===== src/rtl/img_pkg.sv =====
// Shared image-path definitions for the pixel loader and the block compressor stage.
package img_pkg;

    localparam int unsigned PIX_W   = 8;
    localparam int unsigned BLK_PIX = 8;
    localparam int unsigned IMG_PIX = 16;
    localparam int unsigned BLK_W   = PIX_W * BLK_PIX;

    typedef enum logic [1:0] {
        IDLE,
        FILL,
        DRAIN,
        DONE
    } loader_state_e;

endpackage


===== src/rtl/blk_hold_reg.sv =====
// Output slot of the pixel block loader: holds one block with its index, last flag and
// optional checksum (BLK_CHKSUM_EN) under a valid/ready handshake.
module blk_hold_reg #(
`ifdef BLK_CHKSUM_EN
    parameter int unsigned SUM_W  = 11,
`endif
    parameter int unsigned DATA_W = 64,
    parameter int unsigned IDX_W  = 1
) (
    input  logic              clk,
    input  logic              rst_n,
    input  logic              load_i,
    input  logic [DATA_W-1:0] data_i,
    input  logic [IDX_W-1:0]  idx_i,
    input  logic              last_i,
`ifdef BLK_CHKSUM_EN
    input  logic [SUM_W-1:0]  sum_i,
    output logic [SUM_W-1:0]  sum_o,
`endif
    input  logic              ready_i,
    output logic              valid_o,
    output logic [DATA_W-1:0] data_o,
    output logic [IDX_W-1:0]  idx_o,
    output logic              last_o
);

    logic              valid_q, valid_d;
    logic [DATA_W-1:0] data_q, data_d;
    logic [IDX_W-1:0]  idx_q, idx_d;
    logic              last_q, last_d;
`ifdef BLK_CHKSUM_EN
    logic [SUM_W-1:0]  sum_q, sum_d;
`endif

    // A load on the handshake edge wins, giving back-to-back blocks without a bubble.
    always_comb begin
        valid_d = valid_q;
        data_d  = data_q;
        idx_d   = idx_q;
        last_d  = last_q;
`ifdef BLK_CHKSUM_EN
        sum_d   = sum_q;
`endif
        if (valid_q && ready_i) begin
            valid_d = 1'b0;
        end
        if (load_i) begin
            valid_d = 1'b1;
            data_d  = data_i;
            idx_d   = idx_i;
            last_d  = last_i;
`ifdef BLK_CHKSUM_EN
            sum_d   = sum_i;
`endif
        end
    end

    always_ff @(posedge clk or negedge rst_n) begin
        if (!rst_n) begin
            valid_q <= 1'b0;
            data_q  <= '0;
            idx_q   <= '0;
            last_q  <= 1'b0;
`ifdef BLK_CHKSUM_EN
            sum_q   <= '0;
`endif
        end else begin
            valid_q <= valid_d;
            data_q  <= data_d;
            idx_q   <= idx_d;
            last_q  <= last_d;
`ifdef BLK_CHKSUM_EN
            sum_q   <= sum_d;
`endif
        end
    end

    assign valid_o = valid_q;
    assign data_o  = data_q;
    assign idx_o   = idx_q;
    assign last_o  = last_q;
`ifdef BLK_CHKSUM_EN
    assign sum_o   = sum_q;
`endif

endmodule


===== src/rtl/pixel_block_loader.sv =====
// Streams pixels over valid/ready and packs them into BLK_PIX-pixel blocks for the
// compressor. Optional per-block checksum output when BLK_CHKSUM_EN is defined.
module pixel_block_loader #(
    parameter int unsigned PIX_W   = img_pkg::PIX_W,
    parameter int unsigned BLK_PIX = img_pkg::BLK_PIX,
    parameter int unsigned IMG_PIX = img_pkg::IMG_PIX,
    localparam int unsigned BlkW   = PIX_W * BLK_PIX,
    localparam int unsigned NumBlk = IMG_PIX / BLK_PIX,
    localparam int unsigned IdxW   = (NumBlk > 1) ? $clog2(NumBlk) : 1
`ifdef BLK_CHKSUM_EN
    ,
    localparam int unsigned SumW   = PIX_W + $clog2(BLK_PIX)
`endif
) (
    input  logic             clk,
    input  logic             rst_n,
    input  logic             start,
    input  logic [PIX_W-1:0] pix_in,
    input  logic             pix_valid,
    output logic             pix_ready,
    output logic [BlkW-1:0]  blk_out,
    output logic             blk_valid,
    input  logic             blk_ready,
    output logic [IdxW-1:0]  blk_idx,
    output logic             blk_last,
    output logic             busy,
    output logic             done
`ifdef BLK_CHKSUM_EN
    ,
    output logic [SumW-1:0]  blk_sum
`endif
);

    import img_pkg::*;

    localparam int unsigned CntW = (BLK_PIX > 1) ? $clog2(BLK_PIX) : 1;

    if ((IMG_PIX == 0) || ((IMG_PIX % BLK_PIX) != 0)) begin : g_bad_img_pix
        $error("IMG_PIX must be a nonzero multiple of BLK_PIX");
    end

    loader_state_e   state_q, state_d;
    logic [CntW-1:0] pix_cnt_q, pix_cnt_d;
    logic [IdxW-1:0] asm_blk_q, asm_blk_d;
    logic [IdxW-1:0] out_idx_q, out_idx_d;
    logic [BlkW-1:0] asm_q, asm_d;
    logic            asm_full_q, asm_full_d;

    logic            pix_fire, blk_fire, last_pix, slot_free;
    logic            load_now, load_held, load;
    logic [BlkW-1:0] load_data;

    assign pix_ready = (state_q == FILL) && !asm_full_q;
    assign pix_fire  = pix_valid && pix_ready;
    assign blk_fire  = blk_valid && blk_ready;
    assign slot_free = !blk_valid || blk_ready;
    assign last_pix  = (pix_cnt_q == CntW'(BLK_PIX - 1));
    // Completed block goes straight to the slot if it is free, else waits in asm_q.
    assign load_now  = pix_fire && last_pix && slot_free;
    assign load_held = asm_full_q && blk_fire;
    assign load      = load_now || load_held;
    assign busy      = (state_q != IDLE);
    assign done      = (state_q == DONE);

    always_comb begin
        load_data = asm_q;
        if (load_now) begin
            load_data[(BLK_PIX-1)*PIX_W +: PIX_W] = pix_in;
        end
    end

    always_comb begin
        state_d    = state_q;
        pix_cnt_d  = pix_cnt_q;
        asm_blk_d  = asm_blk_q;
        out_idx_d  = out_idx_q;
        asm_d      = asm_q;
        asm_full_d = asm_full_q;

        if (pix_fire) begin
            asm_d[int'(pix_cnt_q)*PIX_W +: PIX_W] = pix_in;
            if (last_pix) begin
                pix_cnt_d  = '0;
                asm_blk_d  = asm_blk_q + 1'b1;
                asm_full_d = !slot_free;
                if (asm_blk_q == IdxW'(NumBlk - 1)) begin
                    state_d = DRAIN;
                end
            end else begin
                pix_cnt_d = pix_cnt_q + 1'b1;
            end
        end
        if (load_held) begin
            asm_full_d = 1'b0;
        end
        if (load) begin
            out_idx_d = out_idx_q + 1'b1;
        end

        unique case (state_q)
            IDLE: begin
                if (start) begin
                    state_d    = FILL;
                    pix_cnt_d  = '0;
                    asm_blk_d  = '0;
                    out_idx_d  = '0;
                    asm_full_d = 1'b0;
                end
            end
            FILL: ;
            DRAIN: begin
                if (blk_fire && blk_last) begin
                    state_d = DONE;
                end
            end
            DONE: state_d = IDLE;
            default: state_d = IDLE;
        endcase
    end

`ifdef BLK_CHKSUM_EN
    logic [SumW-1:0] sum_q, sum_d, sum_next, load_sum;

    // While a completed block waits in asm_q, sum_q keeps its total; pixels are stalled.
    assign sum_next = sum_q + SumW'(pix_in);
    assign load_sum = load_now ? sum_next : sum_q;

    always_comb begin
        sum_d = sum_q;
        if (pix_fire) begin
            sum_d = (last_pix && slot_free) ? '0 : sum_next;
        end
        if (load_held || ((state_q == IDLE) && start)) begin
            sum_d = '0;
        end
    end

    always_ff @(posedge clk or negedge rst_n) begin
        if (!rst_n) begin
            sum_q <= '0;
        end else begin
            sum_q <= sum_d;
        end
    end
`endif

    always_ff @(posedge clk or negedge rst_n) begin
        if (!rst_n) begin
            state_q    <= IDLE;
            pix_cnt_q  <= '0;
            asm_blk_q  <= '0;
            out_idx_q  <= '0;
            asm_q      <= '0;
            asm_full_q <= 1'b0;
        end else begin
            state_q    <= state_d;
            pix_cnt_q  <= pix_cnt_d;
            asm_blk_q  <= asm_blk_d;
            out_idx_q  <= out_idx_d;
            asm_q      <= asm_d;
            asm_full_q <= asm_full_d;
        end
    end

    blk_hold_reg #(
`ifdef BLK_CHKSUM_EN
        .SUM_W  (SumW),
`endif
        .DATA_W (BlkW),
        .IDX_W  (IdxW)
    ) u_hold (
        .clk     (clk),
        .rst_n   (rst_n),
        .load_i  (load),
        .data_i  (load_data),
        .idx_i   (out_idx_q),
        .last_i  (out_idx_q == IdxW'(NumBlk - 1)),
`ifdef BLK_CHKSUM_EN
        .sum_i   (load_sum),
        .sum_o   (blk_sum),
`endif
        .ready_i (blk_ready),
        .valid_o (blk_valid),
        .data_o  (blk_out),
        .idx_o   (blk_idx),
        .last_o  (blk_last)
    );

endmodule


===== config.mk =====
export PLATFORM = sky130hd
export DESIGN_NAME = pixel_block_loader
export DESIGN_NICKNAME = d
export VERILOG_FILES = /design/src/rtl/img_pkg.sv /design/src/rtl/blk_hold_reg.sv /design/src/rtl/pixel_block_loader.sv
export SDC_FILE = /design/constraint.sdc
export NUM_CORES = 1
export LEC_CHECK = 0
export CAP_MARGIN = 20
export CELL_PAD_IN_SITES_DETAIL_PLACEMENT = 0
export CELL_PAD_IN_SITES_GLOBAL_PLACEMENT = 1
export CORE_MARGIN = 1
export CORE_UTILIZATION = 40
export CTS_BUF_LIST = sky130_fd_sc_hd__clkbuf_16
export DETAILED_ROUTE_END_ITERATION = 8
export PLACE_DENSITY = 0.78
export SETUP_SLACK_MARGIN = 0.2
export SYNTH_ARGS = -nofsm -noshare
export SYNTH_HDL_FRONTEND = slang
export SYNTH_SLANG_ARGS = --single-unit

===== constraint.sdc =====
create_clock -name clk -period 2.3 [get_ports clk]
set_input_delay 0.23 -clock clk [delete_from_list [all_inputs] [get_ports clk]]
set_output_delay 0.23 -clock clk [all_outputs]
set_load 0.1 [all_outputs]

Yosys cells after proc, flatten, opt, wreduce, memory -nomap -nowiden --
Index checks and enable logic that the tools add are counted.
Word-level totals: bits in registers 138, input bits 13, output and inout bits 70, word-level logic and storage cells 60
Operators by class: $add $sub $neg 4, eq/ne operators 4, shifts and indexed selects 2, mux-type cells 26, reductions and logical operators 15
Operator list (number):
- $bwmux 64 | 1
- $shift 8x34->64 const A | 1
- $shiftx 8x34->64 | 1
- $neg 6->34 | 1
- $mux 1 | 14
- $mux 3 | 4
- $mux 2 | 5
- $mux 8 | 1
- $logic_and 1x1->1 | 7
- $pmux 2 s3 | 1
- $eq 2x2->1 const B | 2
- $reduce_bool 2->1 | 2
- $add 3x1->3 const B | 1
- $eq 3x3->1 const B | 1
- $logic_not 1->1 | 3
- $add 1x1->1 const B | 2
- $eq 2x1->1 const B | 1
- $logic_not 2->1 | 1
- $logic_or 1x1->1 | 2

Depth between registers and ports, before layout --
depth in word-level cells 9, mapped depth 6, mapped depth without buffers 6

Hierarchy --
A second synthesis with hierarchy kept.
Second synthesis, totals: cells, all modules 352, area, all modules 5716.7 um^2
Modules (own cells, without submodules):
- pixel_block_loader | times used 1, cells an instance 210, area an instance 3120.5 um^2
- blk_hold_reg | times used 1, cells an instance 142, area an instance 2596.2 um^2

Worst setup path before layout --
Ideal clock, no wire load.
path type register -> register, start point register u_hold.valid_q, in the netlist u_hold.valid_o, end point register u_hold.data_q[25], in the netlist u_hold.data_o[25], setup time 125 ps, data arrival time 2098 ps, required time 2175 ps, setup slack 77 ps, cell stages (with the launch flop) 7, buffers on the path 3, period minus slack after synthesis 2223 ps, cells stage by stage dfrtp_1 -> and3_1 -> clkbuf_1 -> a31oi_2 -> buf_6 -> buf_6 -> mux2_4
Between the ends: longest elaborated chain between the ends 4
RTL lines:
- from (decl) | RTL line blk_hold_reg.sv:27 | logic valid_q, valid_d;
- from (signal assigned) | RTL line blk_hold_reg.sv:68 | valid_q <= valid_d;
- $logic_not 1->1 | RTL line pixel_block_loader.sv:56 | assign slot_free = !blk_valid || blk_ready;
- $logic_or 1x1->1 | RTL line pixel_block_loader.sv:56
- $logic_and 1x1->1 | RTL line pixel_block_loader.sv:59 | assign load_now = pix_fire && last_pix && slot_free;
- $logic_or 1x1->1 (*) | RTL line pixel_block_loader.sv:61 | assign load = load_now || load_held;
- to (signal assigned) | RTL line blk_hold_reg.sv:69 | data_q <= data_d;
- to (decl) | RTL line blk_hold_reg.sv:28 | logic [DATA_W-1:0] data_q, data_d;
Mark *: on every way between the ends. The rest lies on a longest branch, timed or not. A chain may end at the register's enable or synchronous reset.

Worst setup path in the final report --
start point register pix_cnt_q[0], end point register u_hold.data_q[17], in the netlist u_hold.data_o[17]
Between the ends: longest elaborated chain between the ends 4
RTL lines:
- from (decl) | RTL line pixel_block_loader.sv:43 | logic [CntW-1:0] pix_cnt_q, pix_cnt_d;
- from (signal assigned) | RTL line pixel_block_loader.sv:157 | pix_cnt_q <= pix_cnt_d;
- $eq 3x3->1 | RTL line pixel_block_loader.sv:57 | assign last_pix = (pix_cnt_q == CntW'(BLK_PIX - 1));
- $logic_and 1x1->1 (2 in a row) | RTL line pixel_block_loader.sv:59
- $logic_or 1x1->1 | RTL line pixel_block_loader.sv:61
No other way between the ends.

==> summary.txt <==
Cells and area
  • Nets: roughly 470
  • Number of diodes: 0
  • Most common cell after layout, fill and taps aside: sky130_fd_sc_hd__dfrtp_1
  • Ratio of cells with drive above 1 in the final layout: a little under three fifths
  • Area growth from synthesis to layout: 27.65%
  • Total of fill cells in the finished design: around 1,100
  • Leading cell types in the layout, fill and taps excluded: sky130_fd_sc_hd__dfrtp_1 (137), sky130_fd_sc_hd__mux2_2 (90), sky130_fd_sc_hd__buf_4 (77)
  • Post-layout util: roughly 52%

STA
  • Period minus WS final: 2.038 ns
  • Max-Slew Margin vs Limit: between 60% and 70%
  • Final worst-path cycle share: 88.61%
  • Final Max Slew Viols: 0
  • Maximum clock frequency: 0.4907 GHz
  • WHS: 0.3447 ns
  • Tightest Pin Transition: about 0.57 ns
  • Setup repair after global routing missed its margin: no
  • Count of final hold-check violations: 0
  • Finish-stage setup viols: 0
  • Worst-case clock skew: between 0.006 and 0.007 ns
  • Aggregate negative setup slack: 0 ns

Synthesis
  • Cell area after technology mapping: between 5000 and 6000 um2
  • Number of storage elements in the synthesis netlist: ~140
  • Leading area contributor after synthesis: sky130_fd_sc_hd__dfrtp_1
  • Area share of the largest cell type after synthesis: roughly three fifths
  • Net count after synthesis: 367
  • Syn Inst Count: roughly 350
  • Synthesized area divided by synthesized cell count: approximately 16 um2
  • Total number of yosys warnings: 0
  • Post-synth top flop: sky130_fd_sc_hd__dfrtp_1
  • Number of enable flip-flop cells after synthesis: 0
  • Synth unique cells: 39
  • Share of synthesized area occupied by flip-flops and latches: around three fifths
  • Largest cells by area after synthesis: sky130_fd_sc_hd__dfrtp_1 (61%), sky130_fd_sc_hd__mux2_2 (18%), sky130_fd_sc_hd__mux2_4 (8.5%), sky130_fd_sc_hd__a221o_1 (1.4%), sky130_fd_sc_hd__buf_6 (1.2%)
  • Share of flip-flops with an asynchronous set or reset: between 90% and 100%

Die
  • Die Outline Area: about 15,000 um2
  • Vertical extent of the die: around 120 um
  • Core region area: between 10,000 and 15,000 um2
  • Initial standard-cell utilization of the core: 40.85%
  • Number of top-level design ports: 83
  • Number of rows in the core area: 43
  • Die Width: approximately 120 um

Critical path
  • Critical path cell sequence: buf_4 -> ha_1 -> ha_1 -> a31oi_4 -> buf_12 -> mux2_2
  • Worst path most repeated cell: sky130_fd_sc_hd__ha_1
  • Biggest fanout along the worst timing path: 41
  • Data required, critical path: approximately 2.6 ns
  • Setup crit start kind: register
  • Capturing element type of the critical path: register
  • Endpoint arrival time on the critical path: about 2.3 ns
  • Start-to-end type of the worst setup path: register to register
  • Slowest Stage Delay on Critical Path: 0.38 ns
  • Crit-path leading delay family: adder cells
  • Slowest-stage cell, CP: sky130_fd_sc_hd__mux2_2
  • Worst Path Buf+Inv: 2

Route
  • Number of antenna-violating nets in the routed design: 0
  • Ratio of routed vias to standard cells: 4.953
  • Number of design-rule violations left by the first detailed-router iteration: 85
  • DRC errors left: 0
  • WL/cell: ~18 um
  • Count of vias placed by the detailed router: between 3,000 and 4,000
  • Drt pass-1 iters: 5
  • Final wirelength: around 11,000 um

Status
  • Outcome: finished clean

Global route
  • Wire length of the first global-routing pass: roughly 18,000 um
  • Global route overflow: 0
  • Number of antenna violations at the first check in global routing: 0
  • Total routing usage reported by global routing: 17.15%
  • Largest net degree at the start of global routing: 60
  • Via count of the first global-routing pass: 3,353

Clock tree
  • Clock tree sinks: roughly 140
  • Clock transition at the register clock pins on the worst setup and hold paths after CTS: approximately 0.06 ns
  • Num CTS Buffers: 17
  • Latest clock arrival within the worst-skew pair: around 0.42 ns
  • H-Tree Level Count: 4
  • CTS tree: yes
  • Buffer count from post-CTS setup fixing: 0
  • Clock tree root driver cell: sky130_fd_sc_hd__clkbuf_16
  • Maximum buffer depth of the clock tree: 2

Placement
  • Gp weighted congestion: roughly 0.80
  • Estimated wirelength of the detail-placed design: ~7400 um
  • I/O Buffers: 82

Min path
  • Class of the tightest hold or removal check: primary input to async pin

Flow run
  • Max-Cap Viols: 0
timing repair:
item	4_1_cts	5_1_grt
hold endpoints to repair	56	0
pin swaps	0	0
hold buffers	1	0
setup endpoints to repair	1	16
resized for setup	1	5
cells by family (layout without fill, tap and decap cells):
| kind of cell | Yosys count | in the layout | share of synthesized area [%] |
|---|---|---|---|
| buf+inv | 18 | 132 | 2.193 |
| compound gates | 19 | 19 | 2.747 |
| mux | 122 | 122 | 26.45 |
| simple gates | 47 | 47 | 6.358 |
| flops | 138 | 138 | 61.14 |
| fa+ha+maj | 5 | 5 | 1.108 |
sequential cells by signal, indices dropped and copies added, names as in the netlist:
signal          cells
state_q             2
asm_blk_q           1
asm_full_q          1
u_hold.valid_o      1
pix_cnt_q           3
asm_q              64
out_idx_q           1
u_hold.idx_o        1
u_hold.data_o      64
worst reg2reg max path: cells and delay by family (launching register included):
kind,cells,cell delay [ns]
adders and majority gates,2,0.46
muxes,1,0.44
buffers and inverters,2,0.44
DFF,1,0.37
AOI/OAI and AO/OA,1,0.22
cells in the mapped netlist (2+ instances only):
library cell / n
sky130_fd_sc_hd__dfrtp_1: 138
sky130_fd_sc_hd__mux2_2: 90
sky130_fd_sc_hd__mux2_4: 32
sky130_fd_sc_hd__a221o_1: 8
sky130_fd_sc_hd__and2_1: 8
sky130_fd_sc_hd__buf_6: 6
sky130_fd_sc_hd__nand2_1: 6
sky130_fd_sc_hd__ha_1: 5
sky130_fd_sc_hd__inv_1: 5
sky130_fd_sc_hd__nor2_1: 5
sky130_fd_sc_hd__nor2b_1: 5
sky130_fd_sc_hd__a21oi_1: 4
sky130_fd_sc_hd__and3_1: 3
sky130_fd_sc_hd__buf_2: 3
sky130_fd_sc_hd__nand3_2: 3
sky130_fd_sc_hd__buf_4: 2
sky130_fd_sc_hd__clkbuf_1: 2
sky130_fd_sc_hd__nand3_1: 2
sky130_fd_sc_hd__nand4b_2: 2
layout make-up:
cell class / count / area (um2) / share of cell area, %
clock buffer: 17 / 425.4 / 5.901
clock inverter: 15 / 158.9 / 2.204
inverter: 5 / 18.77 / 0.2603
multi-input combinational: 193 / 2126 / 29.49
sequential: 138 / 3455 / 47.92
tap: 180 / 225.2 / 3.124
timing repair buffer: 95 / 800.8 / 11.11
per-stage QoR:
stage	std cells	setup WS, ns	instance area [um2]
after floorplan	349	0.2074	5652
after global placement	610	0.2423	6583
after detailed placement	610	0.2027	6583
after CTS	643	0.2122	7179
after global routing	643	0.2034	7209
final	643	0.2621	7209
final timing paths:
path | startpoint | to | slack, ns | depth (start not counted)
worst max-delay path | pix_cnt_q[0] | u_hold.data_o[17] | 0.26 | 6
worst min-delay path | rst_n | asm_q[18] | 0.34 | 2
worst max register to register | pix_cnt_q[0] | u_hold.data_o[17] | 0.26 | 6
worst min register to register | asm_q[58] | asm_q[58] | 0.50 | 1
max in group asynchronous | rst_n | u_hold.data_o[19] | 1.19 | 3
min in group clk | blk_ready | asm_full_q | 0.47 | 2
layer usage:
layer  vias up  global-route usage [%]  wire, um
li1       1474                       -         -
met1      1632                   22.07      5161
met2        66                   27.11      5499
met3        13                   5.708       527
met4         0                   5.787       125
met5         -                       0         0
Power is not shown: default switching activity piles up to over one toggle a cycle in this logic, so the estimate is an artifact.
